## src/rtl/wb_pkg.sv

```systemverilog
// Shared types and defaults for the write-back arbiter and its FIFO.
package wb_pkg;
  localparam int XLEN       = 32;
  localparam int REG_ADDR_W = 5;
  localparam int FIFO_DEPTH = 2;

  typedef struct packed {
    logic [REG_ADDR_W-1:0] rd;
    logic [XLEN-1:0]       data;
  } wb_entry_t;

  typedef enum logic [1:0] {
    SRC_NONE = 2'd0,
    SRC_ALU  = 2'd1,
    SRC_LU   = 2'd2
  } wb_src_e;
endpackage

```

## src/rtl/writeback_arbiter_if.sv

```systemverilog
// Bundle of result, register-file and scoreboard signals around the write-back arbiter.
interface writeback_arbiter_if #(
  parameter int XLEN       = 32,
  parameter int FIFO_DEPTH = 2
);
  localparam int CNT_W = $clog2(FIFO_DEPTH) + 1;

  logic             ALU_VALID;
  logic [4:0]       ALU_REG;
  logic [XLEN-1:0]  ALU_DATA;
  logic             LU_VALID;
  logic             LU_READY;
  logic [4:0]       LU_REG;
  logic [XLEN-1:0]  LU_DATA;
  logic             WRITE_ENABLE;
  logic [4:0]       WRITE_REG;
  logic [XLEN-1:0]  WRITE_DATA;
  logic [CNT_W-1:0] PENDING_COUNT;
  logic             ISSUE_VALID;
  logic [4:0]       ISSUE_REG;
  logic [4:0]       CHECK_RS1;
  logic [4:0]       CHECK_RS2;
  logic [4:0]       CHECK_RD;
  logic             STALL;

  // Pipeline side: produces results and issue queries.
  modport master (
    output ALU_VALID, ALU_REG, ALU_DATA,
    output LU_VALID, LU_REG, LU_DATA,
    output ISSUE_VALID, ISSUE_REG, CHECK_RS1, CHECK_RS2, CHECK_RD,
    input  LU_READY, WRITE_ENABLE, WRITE_REG, WRITE_DATA, PENDING_COUNT, STALL
  );

  // Arbiter side.
  modport slave (
    input  ALU_VALID, ALU_REG, ALU_DATA,
    input  LU_VALID, LU_REG, LU_DATA,
    input  ISSUE_VALID, ISSUE_REG, CHECK_RS1, CHECK_RS2, CHECK_RD,
    output LU_READY, WRITE_ENABLE, WRITE_REG, WRITE_DATA, PENDING_COUNT, STALL
  );
endinterface

```

## src/rtl/wb_fifo.sv

```systemverilog
// Circular-buffer skid FIFO holding long-latency results awaiting the write port.
module wb_fifo #(
  parameter int DEPTH = 2,
  parameter int W     = 37,
  localparam int AW   = $clog2(DEPTH),
  localparam int CW   = AW + 1
) (
  input  logic          clk,
  input  logic          rst,
  input  logic          push_i,
  input  logic          pop_i,
  input  logic [W-1:0]  wdata_i,
  output logic [W-1:0]  rdata_o,
  output logic [CW-1:0] count_o,
  output logic          empty_o,
  output logic          full_o
);
  logic [W-1:0]  mem_q [DEPTH];
  logic [AW-1:0] wr_ptr_q, wr_ptr_d;
  logic [AW-1:0] rd_ptr_q, rd_ptr_d;
  logic [CW-1:0] count_q, count_d;
  logic          do_push, do_pop;

  assign empty_o = (count_q == '0);
  assign full_o  = (count_q == CW'(DEPTH));
  assign rdata_o = mem_q[rd_ptr_q];
  assign count_o = count_q;

  assign do_push = push_i && !full_o;
  assign do_pop  = pop_i && !empty_o;

  // Pointers wrap naturally because DEPTH is a power of two.
  always_comb begin
    wr_ptr_d = wr_ptr_q;
    rd_ptr_d = rd_ptr_q;
    count_d  = count_q;
    if (do_push) wr_ptr_d = wr_ptr_q + AW'(1);
    if (do_pop)  rd_ptr_d = rd_ptr_q + AW'(1);
    if (do_push && !do_pop)      count_d = count_q + CW'(1);
    else if (!do_push && do_pop) count_d = count_q - CW'(1);
  end

  always_ff @(posedge clk) begin
    if (rst) begin
      wr_ptr_q <= '0;
      rd_ptr_q <= '0;
      count_q  <= '0;
    end else begin
      wr_ptr_q <= wr_ptr_d;
      rd_ptr_q <= rd_ptr_d;
      count_q  <= count_d;
    end
  end

  always_ff @(posedge clk) begin
    if (do_push) mem_q[wr_ptr_q] <= wdata_i;
  end
endmodule

```

## src/rtl/writeback_arbiter.sv

```systemverilog
// Write-back arbiter: ALU results first, long-latency results via skid FIFO or bypass.
// Optional register scoreboard enabled by defining WB_SCOREBOARD_EN.
module writeback_arbiter
  import wb_pkg::*;
#(
  parameter int XLEN       = wb_pkg::XLEN,
  parameter int FIFO_DEPTH = wb_pkg::FIFO_DEPTH
) (
  input  logic              CLK,
  input  logic              RST,
  writeback_arbiter_if.slave bus
);
  localparam int CNT_W = $clog2(FIFO_DEPTH) + 1;

  typedef struct packed {
    logic [REG_ADDR_W-1:0] rd;
    logic [XLEN-1:0]       data;
  } entry_t;

  entry_t           fifo_wdata, fifo_rdata;
  logic [CNT_W-1:0] fifo_count;
  logic             fifo_empty, fifo_full;
  logic             lu_ready, lu_xfer, lu_nonzero;
  logic             alu_win, fifo_pop, bypass, fifo_push;

  logic                  we_q, we_d;
  logic [REG_ADDR_W-1:0] wreg_q, wreg_d;
  logic [XLEN-1:0]       wdata_q, wdata_d;
  wb_src_e               src_q, src_d;
  logic                  wb_src_lu;

  // Ready looks only at the registered count, so a full FIFO refuses even on a pop cycle.
  assign lu_ready   = !RST && !fifo_full;
  assign lu_xfer    = bus.LU_VALID && lu_ready;
  assign lu_nonzero = (bus.LU_REG != '0);

  assign alu_win   = bus.ALU_VALID && (bus.ALU_REG != '0);
  assign fifo_pop  = !RST && !alu_win && !fifo_empty;
  assign bypass    = !alu_win && fifo_empty && lu_xfer && lu_nonzero;
  assign fifo_push = lu_xfer && lu_nonzero && !bypass;

  assign fifo_wdata.rd   = bus.LU_REG;
  assign fifo_wdata.data = bus.LU_DATA;

  wb_fifo #(
    .DEPTH (FIFO_DEPTH),
    .W     ($bits(entry_t))
  ) u_fifo (
    .clk     (CLK),
    .rst     (RST),
    .push_i  (fifo_push),
    .pop_i   (fifo_pop),
    .wdata_i (fifo_wdata),
    .rdata_o (fifo_rdata),
    .count_o (fifo_count),
    .empty_o (fifo_empty),
    .full_o  (fifo_full)
  );

  always_comb begin
    we_d    = 1'b0;
    wreg_d  = wreg_q;
    wdata_d = wdata_q;
    src_d   = SRC_NONE;
    if (alu_win) begin
      we_d    = 1'b1;
      wreg_d  = bus.ALU_REG;
      wdata_d = bus.ALU_DATA;
      src_d   = SRC_ALU;
    end else if (fifo_pop) begin
      we_d    = 1'b1;
      wreg_d  = fifo_rdata.rd;
      wdata_d = fifo_rdata.data;
      src_d   = SRC_LU;
    end else if (bypass) begin
      we_d    = 1'b1;
      wreg_d  = bus.LU_REG;
      wdata_d = bus.LU_DATA;
      src_d   = SRC_LU;
    end
  end

  // Output register stage feeding the register file write port.
  always_ff @(posedge CLK) begin
    if (RST) begin
      we_q    <= 1'b0;
      wreg_q  <= '0;
      wdata_q <= '0;
      src_q   <= SRC_NONE;
    end else begin
      we_q    <= we_d;
      wreg_q  <= wreg_d;
      wdata_q <= wdata_d;
      src_q   <= src_d;
    end
  end

  assign wb_src_lu = (src_q == SRC_LU);

  assign bus.LU_READY      = lu_ready;
  assign bus.WRITE_ENABLE  = we_q;
  assign bus.WRITE_REG     = wreg_q;
  assign bus.WRITE_DATA    = wdata_q;
  assign bus.PENDING_COUNT = fifo_count;

`ifdef WB_SCOREBOARD_EN
  logic [31:0] pend_q, pend_d;
  logic [31:0] set_vec, clr_vec;

  // Clear lands on the edge the register file commits; a same-edge issue re-arms the bit.
  always_comb begin
    set_vec = '0;
    clr_vec = '0;
    if (bus.ISSUE_VALID && (bus.ISSUE_REG != '0)) set_vec[bus.ISSUE_REG] = 1'b1;
    if (we_q && wb_src_lu) clr_vec[wreg_q] = 1'b1;
    pend_d = (pend_q & ~clr_vec) | set_vec;
  end

  always_ff @(posedge CLK) begin
    if (RST) pend_q <= '0;
    else     pend_q <= pend_d;
  end

  assign bus.STALL = ((bus.CHECK_RS1 != '0) && pend_q[bus.CHECK_RS1]) ||
                     ((bus.CHECK_RS2 != '0) && pend_q[bus.CHECK_RS2]) ||
                     ((bus.CHECK_RD  != '0) && pend_q[bus.CHECK_RD]);
`else
  logic unused_sb;
  assign unused_sb = ^{bus.ISSUE_VALID, bus.ISSUE_REG, bus.CHECK_RS1,
                       bus.CHECK_RS2, bus.CHECK_RD, wb_src_lu};
  assign bus.STALL = 1'b0;
`endif
endmodule
```

## src/flat_wrapper.sv

```systemverilog
// flat-port wrapper written by rule: the top's interface ports become plain ports
module writeback_arbiter_flat import wb_pkg::*;
#(
  parameter int XLEN       = wb_pkg::XLEN,
  parameter int FIFO_DEPTH = wb_pkg::FIFO_DEPTH
)
  (CLK, RST, bus_ALU_VALID, bus_ALU_REG, bus_ALU_DATA, bus_LU_VALID, bus_LU_REG, bus_LU_DATA, bus_ISSUE_VALID, bus_ISSUE_REG, bus_CHECK_RS1, bus_CHECK_RS2, bus_CHECK_RD, bus_LU_READY, bus_WRITE_ENABLE, bus_WRITE_REG, bus_WRITE_DATA, bus_PENDING_COUNT, bus_STALL);
  writeback_arbiter_if #(.XLEN(XLEN), .FIFO_DEPTH(FIFO_DEPTH)) bus_i ();
  input  logic CLK;
  input  logic RST;
  input wire logic [$bits(bus_i.ALU_VALID)-1:0] bus_ALU_VALID;
  input wire logic [$bits(bus_i.ALU_REG)-1:0] bus_ALU_REG;
  input wire logic [$bits(bus_i.ALU_DATA)-1:0] bus_ALU_DATA;
  input wire logic [$bits(bus_i.LU_VALID)-1:0] bus_LU_VALID;
  input wire logic [$bits(bus_i.LU_REG)-1:0] bus_LU_REG;
  input wire logic [$bits(bus_i.LU_DATA)-1:0] bus_LU_DATA;
  input wire logic [$bits(bus_i.ISSUE_VALID)-1:0] bus_ISSUE_VALID;
  input wire logic [$bits(bus_i.ISSUE_REG)-1:0] bus_ISSUE_REG;
  input wire logic [$bits(bus_i.CHECK_RS1)-1:0] bus_CHECK_RS1;
  input wire logic [$bits(bus_i.CHECK_RS2)-1:0] bus_CHECK_RS2;
  input wire logic [$bits(bus_i.CHECK_RD)-1:0] bus_CHECK_RD;
  output wire logic [$bits(bus_i.LU_READY)-1:0] bus_LU_READY;
  output wire logic [$bits(bus_i.WRITE_ENABLE)-1:0] bus_WRITE_ENABLE;
  output wire logic [$bits(bus_i.WRITE_REG)-1:0] bus_WRITE_REG;
  output wire logic [$bits(bus_i.WRITE_DATA)-1:0] bus_WRITE_DATA;
  output wire logic [$bits(bus_i.PENDING_COUNT)-1:0] bus_PENDING_COUNT;
  output wire logic [$bits(bus_i.STALL)-1:0] bus_STALL;
  assign bus_i.ALU_VALID = bus_ALU_VALID;
  assign bus_i.ALU_REG = bus_ALU_REG;
  assign bus_i.ALU_DATA = bus_ALU_DATA;
  assign bus_i.LU_VALID = bus_LU_VALID;
  assign bus_i.LU_REG = bus_LU_REG;
  assign bus_i.LU_DATA = bus_LU_DATA;
  assign bus_i.ISSUE_VALID = bus_ISSUE_VALID;
  assign bus_i.ISSUE_REG = bus_ISSUE_REG;
  assign bus_i.CHECK_RS1 = bus_CHECK_RS1;
  assign bus_i.CHECK_RS2 = bus_CHECK_RS2;
  assign bus_i.CHECK_RD = bus_CHECK_RD;
  assign bus_LU_READY = bus_i.LU_READY;
  assign bus_WRITE_ENABLE = bus_i.WRITE_ENABLE;
  assign bus_WRITE_REG = bus_i.WRITE_REG;
  assign bus_WRITE_DATA = bus_i.WRITE_DATA;
  assign bus_PENDING_COUNT = bus_i.PENDING_COUNT;
  assign bus_STALL = bus_i.STALL;
  writeback_arbiter #(.XLEN(XLEN), .FIFO_DEPTH(FIFO_DEPTH)) u_core (.CLK(CLK), .RST(RST), .bus(bus_i));
endmodule
```

## config.mk

```make
export PLATFORM = sky130hd
export DESIGN_NAME = writeback_arbiter_flat
export DESIGN_NICKNAME = d
export VERILOG_FILES = /design/src/rtl/wb_pkg.sv /design/src/rtl/writeback_arbiter_if.sv /design/src/rtl/wb_fifo.sv /design/src/rtl/writeback_arbiter.sv /design/src/flat_wrapper.sv
export SDC_FILE = /design/constraint.sdc
export NUM_CORES = 1
export LEC_CHECK = 0
export BUFFER_PORTS_ARGS = -buffer_cell sky130_fd_sc_hd__clkbuf_2
export CORE_ASPECT_RATIO = 1.2
export CORE_MARGIN = 4
export CORE_UTILIZATION = 40
export DETAILED_ROUTE_END_ITERATION = 6
export HOLD_SLACK_MARGIN = 0.06
export PLACE_DENSITY_LB_ADDON = 0.08
export SLEW_MARGIN = 20
export SYNTH_ARGS = -nofsm -noshare
export SYNTH_HDL_FRONTEND = slang
export SYNTH_SLANG_ARGS = --single-unit
```

## constraint.sdc

```tcl
create_clock -name CLK -period 3.72 [get_ports CLK]
set_clock_uncertainty 0.15 [all_clocks]
set_input_delay 0.372 -clock CLK [delete_from_list [all_inputs] [get_ports CLK]]
set_output_delay 0.372 -clock CLK [all_outputs]
set_load 0.02 [all_outputs]
```

# After elaboration in Yosys (flattened, before gate mapping)
# Memory sizes are Yosys's and may differ from the RTL's. A register that Yosys moved wholly into a read port is not among the register bits.
# Cells that the tools add are included.
# op_classes
bitwise	0
reduce_logical	26
n_div	0
shifts	0
eq_ne	1
n_addsub	4
mux	15
mul	0
order_cmp	0
# ops
op	count
32-bit 2-to-1 mux	3
5-bit 2-to-1 mux	3
1-bit logical AND	14
5-bit nonzero test	2
1-bit zero test	7
1-bit 2-to-1 mux	7
2-bit 2-to-1 mux	2
3-bit nonzero test	1
1-bit adder, second input constant	2
2-bit by 1-bit adder with 2-bit output, second input constant	1
2-bit equality test, second input constant	1
2-bit zero test	1
2-bit nonzero test	1
2-bit by 1-bit subtractor with 2-bit output, second input constant	1
# word_totals
inputBits	99
register_bits	42
mem_bits_rw	74
romBits	0
mem_count	1
out_inout_bits	42
latchBits	0
# mem_list
name	words	word_bits	read_ports	rd_clocked_by_memory_dff	wr	line	rtl
u_core.u_fifo.mem_q	2	37	1	1	1	wb_fifo.sv:18	logic [W-1:0] mem_q [DEPTH];

# Logic depth before layout (Yosys ltp)
# Gate-level depths: netlist (run 1).
# depth
word_depth	13
mapped_depth	10
depth_no_buf	8

# Cells and area by module
# Synthesis (run 1) repeated with hierarchy kept, for this count alone.
# unflattened
cells_unflattened	386
hier_area_um2	5251.3
# modules_own_cells
mod	instances	area_per_inst_um2	cells_per_inst
wb_fifo	1	2884.0	140
writeback_arbiter	1	2367.3	246

# Worst setup path before layout (run 1)
# Ideal clock, no wire load.
# synth_path
path_type	reg2reg
start	reg u_core.u_fifo.count_q[0], in the netlist u_core.u_fifo.count_o[0]
end	mem u_core.u_fifo.mem_q[0][0], enable pin
slack_ps	279
setup_ps	431
arrival_time_ps	2860
path_stages_with_launch	6
synth_period_minus_slack_ps	3441
required_time_ps	3139
path_cell_list	dfxtp_1 > buf_6 > inv_1 > a21oi_1 > nand3_1 > nor2_1
# synth_via
elab_chain_len	11
# synth_lines
element	line	rtl
from (decl)	wb_fifo.sv:21	logic [CW-1:0] count_q, count_d;
from (signal assigned)	wb_fifo.sv:51	count_q <= count_d;
2-bit equality test (*)	wb_fifo.sv:25	assign full_o = (count_q == CW'(DEPTH));
1-bit zero test (*)	writeback_arbiter.sv:33	assign lu_ready = !RST && !fifo_full;
1-bit logical AND (*)	writeback_arbiter.sv:33	
named net bus_LU_READY	flat_wrapper.sv:22	output wire logic [$bits(bus_i.LU_READY)-1:0] bus_LU_READY;
1-bit logical AND (*)	writeback_arbiter.sv:34	assign lu_xfer = bus.LU_VALID && lu_ready;
1-bit logical AND (2 in series)	writeback_arbiter.sv:39	assign bypass = !alu_win && fifo_empty && lu_xfer && lu_nonzero;
1-bit zero test	writeback_arbiter.sv:40	assign fifo_push = lu_xfer && lu_nonzero && !bypass;
1-bit logical AND (*)	writeback_arbiter.sv:40	
1-bit logical AND (*)	wb_fifo.sv:29	assign do_push = push_i && !full_o;
1-bit 2-to-1 mux (*)	wb_fifo.sv:56	if (do_push) mem_q[wr_ptr_q] <= wdata_i;
1-bit 2-to-1 mux (implied by the code) (*)	wb_fifo.sv:56	
to (decl)	wb_fifo.sv:18	
# The timed path passes the listed nets; every way through them passes the cells marked *.

# Worst setup path after layout (run 1)
# layout_path
start	in bus_LU_REG[0]
end	reg u_core.u_fifo.count_q[1], in the netlist u_core.u_fifo.count_o[1]
# layout_via
elab_chain_len	8
# layout_lines
element	line	rtl
from (decl)	flat_wrapper.sv:15	input wire logic [$bits(bus_i.LU_REG)-1:0] bus_LU_REG;
5-bit nonzero test (*)	writeback_arbiter.sv:35	assign lu_nonzero = (bus.LU_REG != '0);
1-bit logical AND	writeback_arbiter.sv:39	
1-bit zero test	writeback_arbiter.sv:40	
1-bit logical AND (*)	writeback_arbiter.sv:40	
1-bit logical AND (*)	wb_fifo.sv:29	
named net u_core.u_fifo.do_push	wb_fifo.sv:22	logic do_push, do_pop;
1-bit zero test	wb_fifo.sv:40	else if (!do_push && do_pop) count_d = count_q - CW'(1);
1-bit logical AND	wb_fifo.sv:40	
2-bit nonzero test (no source line)	-	
# Marked as above.
# A chain may end at the register's enable or synchronous reset.

==> metrics, run 1 <==
Placer Congestion=0.7112; unrepaired setup endpoints after global routing=no; via count=3887; Internal Power=2.789 mW; die width=113.1 um; CTS tree=yes; WL met3=850 um; critical path type=input port to register; Pleak=2.491 nW; CP arrival=3.04 ns; Initial DRC Count=145; setup tns final=0 ns; Final min period=2.867 ns; area of the multi-input gates=1897 um^2; flops & latches, synth=117; Post-Syn Area=5298 um^2; vias per cell=5.239; port bufs=118; clock sinks=117; total global-route track usage=17.85%; Antenna Cells=0; Post-Route Utilization=53.55%; WL final=13030 um; Hold/Removal Path Class=input port to register; outcome=complete, no violations; Async S/R FF share, synth=0%; fin crit share=77.07%; die area=15160 um^2; Post-Syn Instances=411; Main synth FF type=edfxtp_1; fmax=348.8 MHz; commonest non-fill, non-tap cells in the layout=clkbuf_2 (118), nand2_1 (75), edfxtp_1 (74); critical path data required time=3.89 ns; # rows=45; Die H=134.1 um; WL met2=6491 um; Cell Area, Placed=5891 um^2; layout cell share with drive strength beyond 1=35.29%; CTS Buf Count=17; vias in the first global route=4068; Initial DRT Pass Iterations=4; core footprint=12840 um^2; total gr overflow=0; Max Cap Violations=0; nets=665; clock power share=39.3%; syn nets=511; Yosys cell types=37; leading cell type in the layout, fill and taps excluded=clkbuf_2; switching power=1.090 mW; Reg power frac=41.0%; later-pin clock latency in the skew report=0.40 ns; I/O pins=141; sequential share of the synthesized area=58.20%; Starting Density=41.27%; Setup crit start kind=input port; syn_area_per_cell=12.89 um^2; Final Instance Area=6874 um^2; largest net degree at the start of global routing=38; DR top layer=met4; Setup crit end kind=register; per-cell routed wire length=17.56 um; power density over cell area=564.3 nW/um^2; EDFF count, synth=74; Final setup viols=0; Net Sw Frac=28.10%; area delta synth->final=29.76%; post-CTS setup buffer count=0; Ys Warns=0; fin. max-slew vios=0; Relative slew margins=47.05%; initial antenna violation count=0; fill count=1171; post-route ant nets=0; M1 WL=5544 um; Peak VDD IR=0.2219 mV; Max FO, Critical Path=4; cts repair resizes=0; Min Hold Slack=0.06809 ns; Combinational Power Share=19.7%; clock-pin slew on the worst setup and hold paths=0.05 ns; Post-route DRC=0; register area=3084 um^2; first-pass GRT wire length=21200 um; actual slew at the worst max-slew pin=0.7943 ns; Root Buffer Master=clkbuf_16; Final Power=3.879 mW; hold violation count in the final report=0; htree depth=4; buffer depth of the longest clock path=2; post-DP HPWL=8344 um
-- cells in the mapped netlist, drive strengths merged, types with 2 or more instances --
cell     n  area share (%)
nand2   75             5.3
edfxtp  74              42
dfxtp   43              16
mux2i   38             7.2
o211ai  38             5.9
a311oi  37             7.8
nor3    37             5.4
buf     19             3.4
clkbuf  19             2.7
a21oi    4            0.38
inv      3            0.21
nor2     3            0.21
o21ai    3            0.35
or3      3            0.45
or4      2            0.28
xor2     2            0.33
-- worst paths after layout --
path / cells after the start / startpoint / to / slack [ns]
max reg2reg: 7 / u_core.u_fifo.count_o[0] / u_core.u_fifo.count_o[1] / 1.18
min: 3 / bus_ALU_DATA[28] / u_core.bus.WRITE_DATA[28] / 0.07
min reg2reg: 1 / u_core.u_fifo.wr_ptr_q / u_core.u_fifo.wr_ptr_q / 0.37
max: 9 / bus_LU_REG[0] / u_core.u_fifo.count_o[1] / 0.85
-- repair_timing --
item,4_1_cts,5_1_grt
hold buffers,43,0
endpoints found under the setup margin,0,0
hold endpoints to repair,79,0
-- metal layers --
layer | global-route usage (%) | up-vias
li1 | - | 1893
met1 | 22.03 | 1873
met2 | 29.97 | 109
met3 | 5.144 | 12
met4 | 6.012 | 0
met5 | 0 | -
-- state kept, by name, summed over array words and instances, names as in the netlist, named ones only --
| name | flops |
|---|---|
| u_core.u_fifo.rd_ptr_q | 1 |
| u_core.u_fifo.mem_q | 74 |
| u_core.bus.WRITE_ENABLE | 1 |
| u_core.bus.WRITE_DATA | 32 |
| u_core.u_fifo.wr_ptr_q | 1 |
| u_core.bus.WRITE_REG | 5 |
| u_core.u_fifo.count_o | 2 |
-- final cells by class --
class                   instances  area share, %
flip-flops and latches        117          44.87
inverters                       3         0.1638
repair buffers                173          16.35
well taps                     164          2.985
clock inverters                 5         0.7281
clock buffers                  27          7.317
multi-input cells             253          27.59
-- metrics by stage --
step,worst slack (ns),instances
3_5_place_dp,0.9022,667
6_report,0.8531,742
2_1_floorplan,0.2789,411
4_1_cts,0.8513,742
3_3_place_gp,0.9428,667
5_1_grt,0.7783,742
-- power by group through the flow --
stage | Clock (mW) | Sequential (mW) | Combinational, mW
floorplan | 0 | 1.67 | 0.488
global placement | 0 | 1.61 | 0.732
detailed placement | 0 | 1.62 | 0.739
CTS | 1.55 | 1.59 | 0.778
global route | 1.61 | 1.61 | 0.839
finish | 1.52 | 1.59 | 0.763
-- critical path: stages --
cell           delay, ns
dlygate4sd3_1       0.53
clkbuf_2            0.13
or4_1               0.58
o21a_2              0.24
nand3_1             0.24
inv_1               0.08
ha_1                0.33
or3_1               0.38
a21oi_1             0.14
-- kinds of logic (layout without fill, tap and decap cells) --
group           after synthesis  in the layout  synth area share, %
compound gates               89             89                15.80
xor+xnor                      2              2               0.3307
fa+ha+maj                     1              1               0.2361
buf+inv                      41            208                6.330
flops                       117            117                58.20
mux                          38             38                7.180
other cells                   1              1              0.07079
simple gates                122            122                11.86
Power figures use the tool's default switching activity.
==> inputs of run 2 (changes only) <==
==> constraint.sdc (replaced) <==
create_clock -name CLK -period 2.6 [get_ports CLK]
set_clock_uncertainty 0.15 [all_clocks]
set_input_delay 0.26 -clock CLK [delete_from_list [all_inputs] [get_ports CLK]]
set_output_delay 0.26 -clock CLK [all_outputs]
set_load 0.02 [all_outputs]
==> metrics, run 2 (synthesis results as in run 1) <==
outcome=complete, no violations; fill count=1080; vias per cell=5.156; largest net degree at the start of global routing=40; Final setup viols=0; leading cell type in the layout, fill and taps excluded=clkbuf_2; critical path type=input port to register; first-pass GRT wire length=22180 um; Max Cap Violations=0; Final Instance Area=7420 um^2; CTS Buf Count=17; post-route ant nets=0; final setup margin=0.1089 ns; reg2reg setup slack=0.42 ns; die width=113.1 um; Worst R2R End=u_core.u_fifo.count_o[1]; Hold/Removal Path Class=input port to register; total global-route track usage=18.79%; register area=3084 um^2; CP max stage cell=dlygate4sd3_1; commonest non-fill, non-tap cells in the layout=clkbuf_2 (118), nand2_1 (75), dlygate4sd3_1 (74), edfxtp_1 (74), dfxtp_1 (42); power density over cell area=776.3 nW/um^2; hold path startpoint=bus_ALU_REG[4]; later-pin clock latency in the skew report=0.40 ns; pre-CTS WS=0.1556 ns; fin crit share=95.81%; Buf/Inv on CP=2; Peak VDD IR=0.4114 mV; buffer depth of the longest clock path=2; CP arrival=2.68 ns; Placed Instances=678; Die H=134.1 um; critical path data required time=2.79 ns; actual slew at the worst max-slew pin=0.6139 ns; Cell Area, Placed=6083 um^2; clock sinks=117; Reg2Reg Depth=7; total gr overflow=0; Setup crit end kind=register; layout cell share with drive strength beyond 1=35.48%; slowest stage delay, CP=0.54 ns; Top delay family on crit path=simple AND/OR/NAND/NOR gates; # rows=45; Final Power=5.760 mW; Initial DRT Pass Iterations=5; CTS tree=yes; die area=15160 um^2; per-cell routed wire length=17.31 um; nets=707; Placer Congestion=0.7207; fin. max-slew vios=0; area delta synth->final=40.06%; Root Buffer Master=clkbuf_16; Initial DRC Count=184; max reg flops=74; Antenna Cells=0; vias in the first global route=4319; port bufs=118; via count=4042; Post-route DRC=0; Relative slew margins=59.08%; reg2reg start=u_core.u_fifo.count_o[0]; WL final=13570 um; setup tns final=0 ns; Pleak=2.722 nW; Starting Density=41.27%; htree depth=4; CP Cell Sequence=dlygate4sd3_1 > clkbuf_2 > or3_4 > o31ai_4 > nand2_1 > ha_4 > xor2_1 > or3_1 > a21oi_1; Layout Cells excl Fill=784; post-DP HPWL=8824 um; worst hold endpoint=u_core.bus.WRITE_REG[4]; I/O pins=141; core footprint=12840 um^2; WHS Path Cells=3; fmax=401.4 MHz; Setup crit start kind=input port; initial antenna violation count=1; clock-pin slew on the worst setup and hold paths=0.05 ns; Biggest register=u_core.u_fifo.mem_q; hold violation count in the final report=0; unrepaired setup endpoints after global routing=no; area of the multi-input gates=1918 um^2; Final min period=2.491 ns; Max FO, Critical Path=5
==> run 2: power by group <==
group | switching (mW) | internal (mW) | total, mW
logic | 0.730 | 0.519 | 1.25
clock network | 0.780 | 1.47 | 2.25
registers | 0.0954 | 2.16 | 2.26
==> run 2: worst register-to-register path: stages (launching register included) <==
cell and delay (ns):
dfxtp_1 0.33, or4_1 0.51, o32a_2 0.19, nand3_1 0.09, inv_1 0.08, ha_4 0.25
or3_1 0.36, a21oi_1 0.14
==> run 2: through the flow <==
| stage | hold slack (ns) | util (%) |
|---|---|---|
| floorplan | 0.2089 | - |
| global placement | 0.3169 | 46.53 |
| detailed placement | 0.3215 | 47.39 |
| CTS | 0.07662 | 57.67 |
| global route | 0.1093 | 57.80 |
| finish | 0.09520 | 57.80 |
==> run 2: layout make-up <==
cell class / instances / area share [%]
timing repair buffer: 215 / 21.86
multi-input combinational: 253 / 25.85
sequential: 117 / 41.57
clock buffer: 22 / 6.391
clock inverter: 10 / 1.417
inverter: 3 / 0.1518
tap: 164 / 2.766
==> run 2: metal layers <==
layer	vias up	GRT usage, %	wire length, um
met5	-	0	13
met1	1959	22.52	5628
met2	93	32.77	7059
met4	2	5.411	131
li1	1977	-	-
met3	11	5.415	736
==> run 2: worst max path at each step <==
stage | from | end | slack [ns] | cells past startpoint
after floorplan | u_core.u_fifo.count_o[0] | u_core.u_fifo.mem_q[0][0] | -0.26 | 5
after global placement | bus_LU_REG[1] | u_core.u_fifo.mem_q[0][16] | 0.11 | 6
after detailed placement | RST | u_core.bus.WRITE_DATA[26] | 0.16 | 7
after CTS | bus_LU_REG[0] | u_core.u_fifo.count_o[1] | 0.05 | 9
after global routing | bus_ALU_REG[1] | u_core.u_fifo.count_o[1] | 0.05 | 9
final | bus_ALU_REG[1] | u_core.u_fifo.count_o[1] | 0.11 | 9
==> run 2: repair_timing <==
item	4_1_cts	5_1_grt
hold buffers	74	0
setup endpoints to repair	0	1
hold endpoints to repair	111	0
gates resized for setup	0	2
setup buffers	0	0
==> inputs of run 3 (changes only) <==
--- a/config.mk
+++ b/config.mk
@@ -6,9 +6,11 @@
 export NUM_CORES = 1
 export LEC_CHECK = 0
 export BUFFER_PORTS_ARGS = -buffer_cell sky130_fd_sc_hd__clkbuf_2
+export CELL_PAD_IN_SITES_DETAIL_PLACEMENT = 2
+export CELL_PAD_IN_SITES_GLOBAL_PLACEMENT = 2
 export CORE_ASPECT_RATIO = 1.2
 export CORE_MARGIN = 4
-export CORE_UTILIZATION = 40
+export CORE_UTILIZATION = 31
 export DETAILED_ROUTE_END_ITERATION = 6
 export HOLD_SLACK_MARGIN = 0.06
 export PLACE_DENSITY_LB_ADDON = 0.08
==> metrics, run 3 (synthesis results as in run 1) <==
outcome=complete, no violations; # rows=52; CTS tree=yes; Setup crit end kind=register; Starting Density=31.44%; switching power=1.682 mW; Cell Area, Placed=6035 um^2; Top delay family on crit path=simple AND/OR/NAND/NOR gates; WL met3=685 um; buffer depth of the longest clock path=2; Buf/Inv on CP=3; post-route ant nets=0; setup tns final=0 ns; die width=127.3 um; Min Hold Slack=0.1655 ns; post-CTS setup buffer count=0; Relative slew margins=37.16%; post-DP HPWL=10090 um; commonest non-fill, non-tap cells in the layout=clkbuf_2 (118), nand2_1 (75), dlygate4sd3_1 (75); crit path from=bus_ALU_REG[3]; clock-pin slew on the worst setup and hold paths=0.05 ns; Setup crit start kind=input port; Placed Instances=727; per-cell routed wire length=19.81 um; critical path type=input port to register; WL met2=9046 um; reg2reg setup slack=0.24 ns; CP max stage cell=dlygate4sd3_1; initial antenna violation count=0; cts repair resizes=0; Placer Congestion=0.7210; fin. max-slew vios=0; total global-route track usage=17.72%; Root Buffer Master=clkbuf_16; core footprint=16850 um^2; Combinational Power Share=21.2%; Layout Cells excl Fill=836; max reg flops=74; WL final=16560 um; Max FO, Critical Path=4; reg2reg start=u_core.u_fifo.count_o[0]; Post-route DRC=0; CTS Buf Count=17; Reg power frac=38.1%; DR top layer=met4; leading cell type in the layout, fill and taps excluded=clkbuf_2; nets=707; unrepaired setup endpoints after global routing=no; clock sinks=117; Final setup viols=0; Hold/Removal Path Class=input port to register; vias per cell=5.029; Max Cap Violations=0; pre-CTS WS=0.02209 ns; Post-Route Utilization=43.99%; later-pin clock latency in the skew report=0.42 ns; via count=4204; I/O pins=141; power density over cell area=797.8 nW/um^2; Final Instance Area=7413 um^2; port bufs=118; Peak VDD IR=0.4505 mV; Pleak=2.705 nW; htree depth=4; M1 WL=6552 um; layout cell share with drive strength beyond 1=35.32%; largest net degree at the start of global routing=47; Internal Power=4.232 mW; final setup margin=0.1036 ns; fmax=400.6 MHz; CP arrival=2.68 ns; hold path startpoint=bus_ALU_VALID; Die H=151.2 um; die area=19250 um^2; CP Cell Sequence=dlygate4sd3_1 > clkbuf_2 > or4_1 > o32a_2 > nand3_1 > inv_1 > ha_1 > or3_1 > a21oi_1; first-pass GRT wire length=25880 um; total gr overflow=0; Final Power=5.914 mW; Initial DRT Pass Iterations=4; Biggest register=u_core.u_fifo.mem_q; Net Sw Frac=28.44%; clock power share=40.6%; Initial DRC Count=93; fin crit share=96.02%; hold violation count in the final report=0; Antenna Cells=0; actual slew at the worst max-slew pin=0.9416 ns; Final min period=2.496 ns; vias in the first global route=4617; critical path data required time=2.78 ns; slowest stage delay, CP=0.56 ns; area delta synth->final=39.94%
run 3: cell count changes in the layout (fill, tap and decap cells not counted), sizes merged:
cell         change
dlygate4sd3      +1
clkinvlp         -1
nor2             +2
buf              -3
clkbuf           +2
clkinv           -1
run 3: final timing paths:
kind,endpoint,cells past startpoint
setup reg to reg,u_core.u_fifo.mem_q[1][11],5
setup / recovery,u_core.u_fifo.count_o[1],9
hold reg to reg,register,2
hold / removal,u_core.bus.WRITE_REG[1],4
run 3: power by group through the flow:
stage | Sequential (mW) | Clock (mW) | Combinational (mW)
final | 2.25 | 2.40 | 1.26
after global placement | 2.28 | 0 | 1.14
after CTS | 2.25 | 2.47 | 1.27
after global routing | 2.28 | 2.56 | 1.37
after detailed placement | 2.29 | 0 | 1.18
after floorplan | 2.39 | 0 | 0.700
run 3: what timing repair did:
| item | 4_1_cts | 5_1_grt |
|---|---|---|
| hold buffers | 75 | 0 |
| setup endpoints to repair | 0 | 24 |
| endpoints found under the hold margin | 112 | 0 |
run 3: per-layer routing:
layer	vias to the layer above	track usage, %
met3	24	4.233
met2	91	32.51
met4	0	6.652
met1	2108	19.80
met5	-	0
li1	1981	-
run 3: final cells by class:
type                       instances  area (um^2)
fill                            1724         9438
sequential                       117         3084
multi-input combinational        255         1916
timing repair buffer             213         1516
clock buffer                      24        523.0
tap                              216        270.3
clock inverter                     8        92.59
inverter                           3        11.26
run 3: worst reg2reg max path: stages, from the launching register on:
cell and delay, ns:
dfxtp_1 0.37, inv_1 0.06, a21oi_1 0.28, nand3_1 0.17, buf_4 0.21, nor2_2 0.74
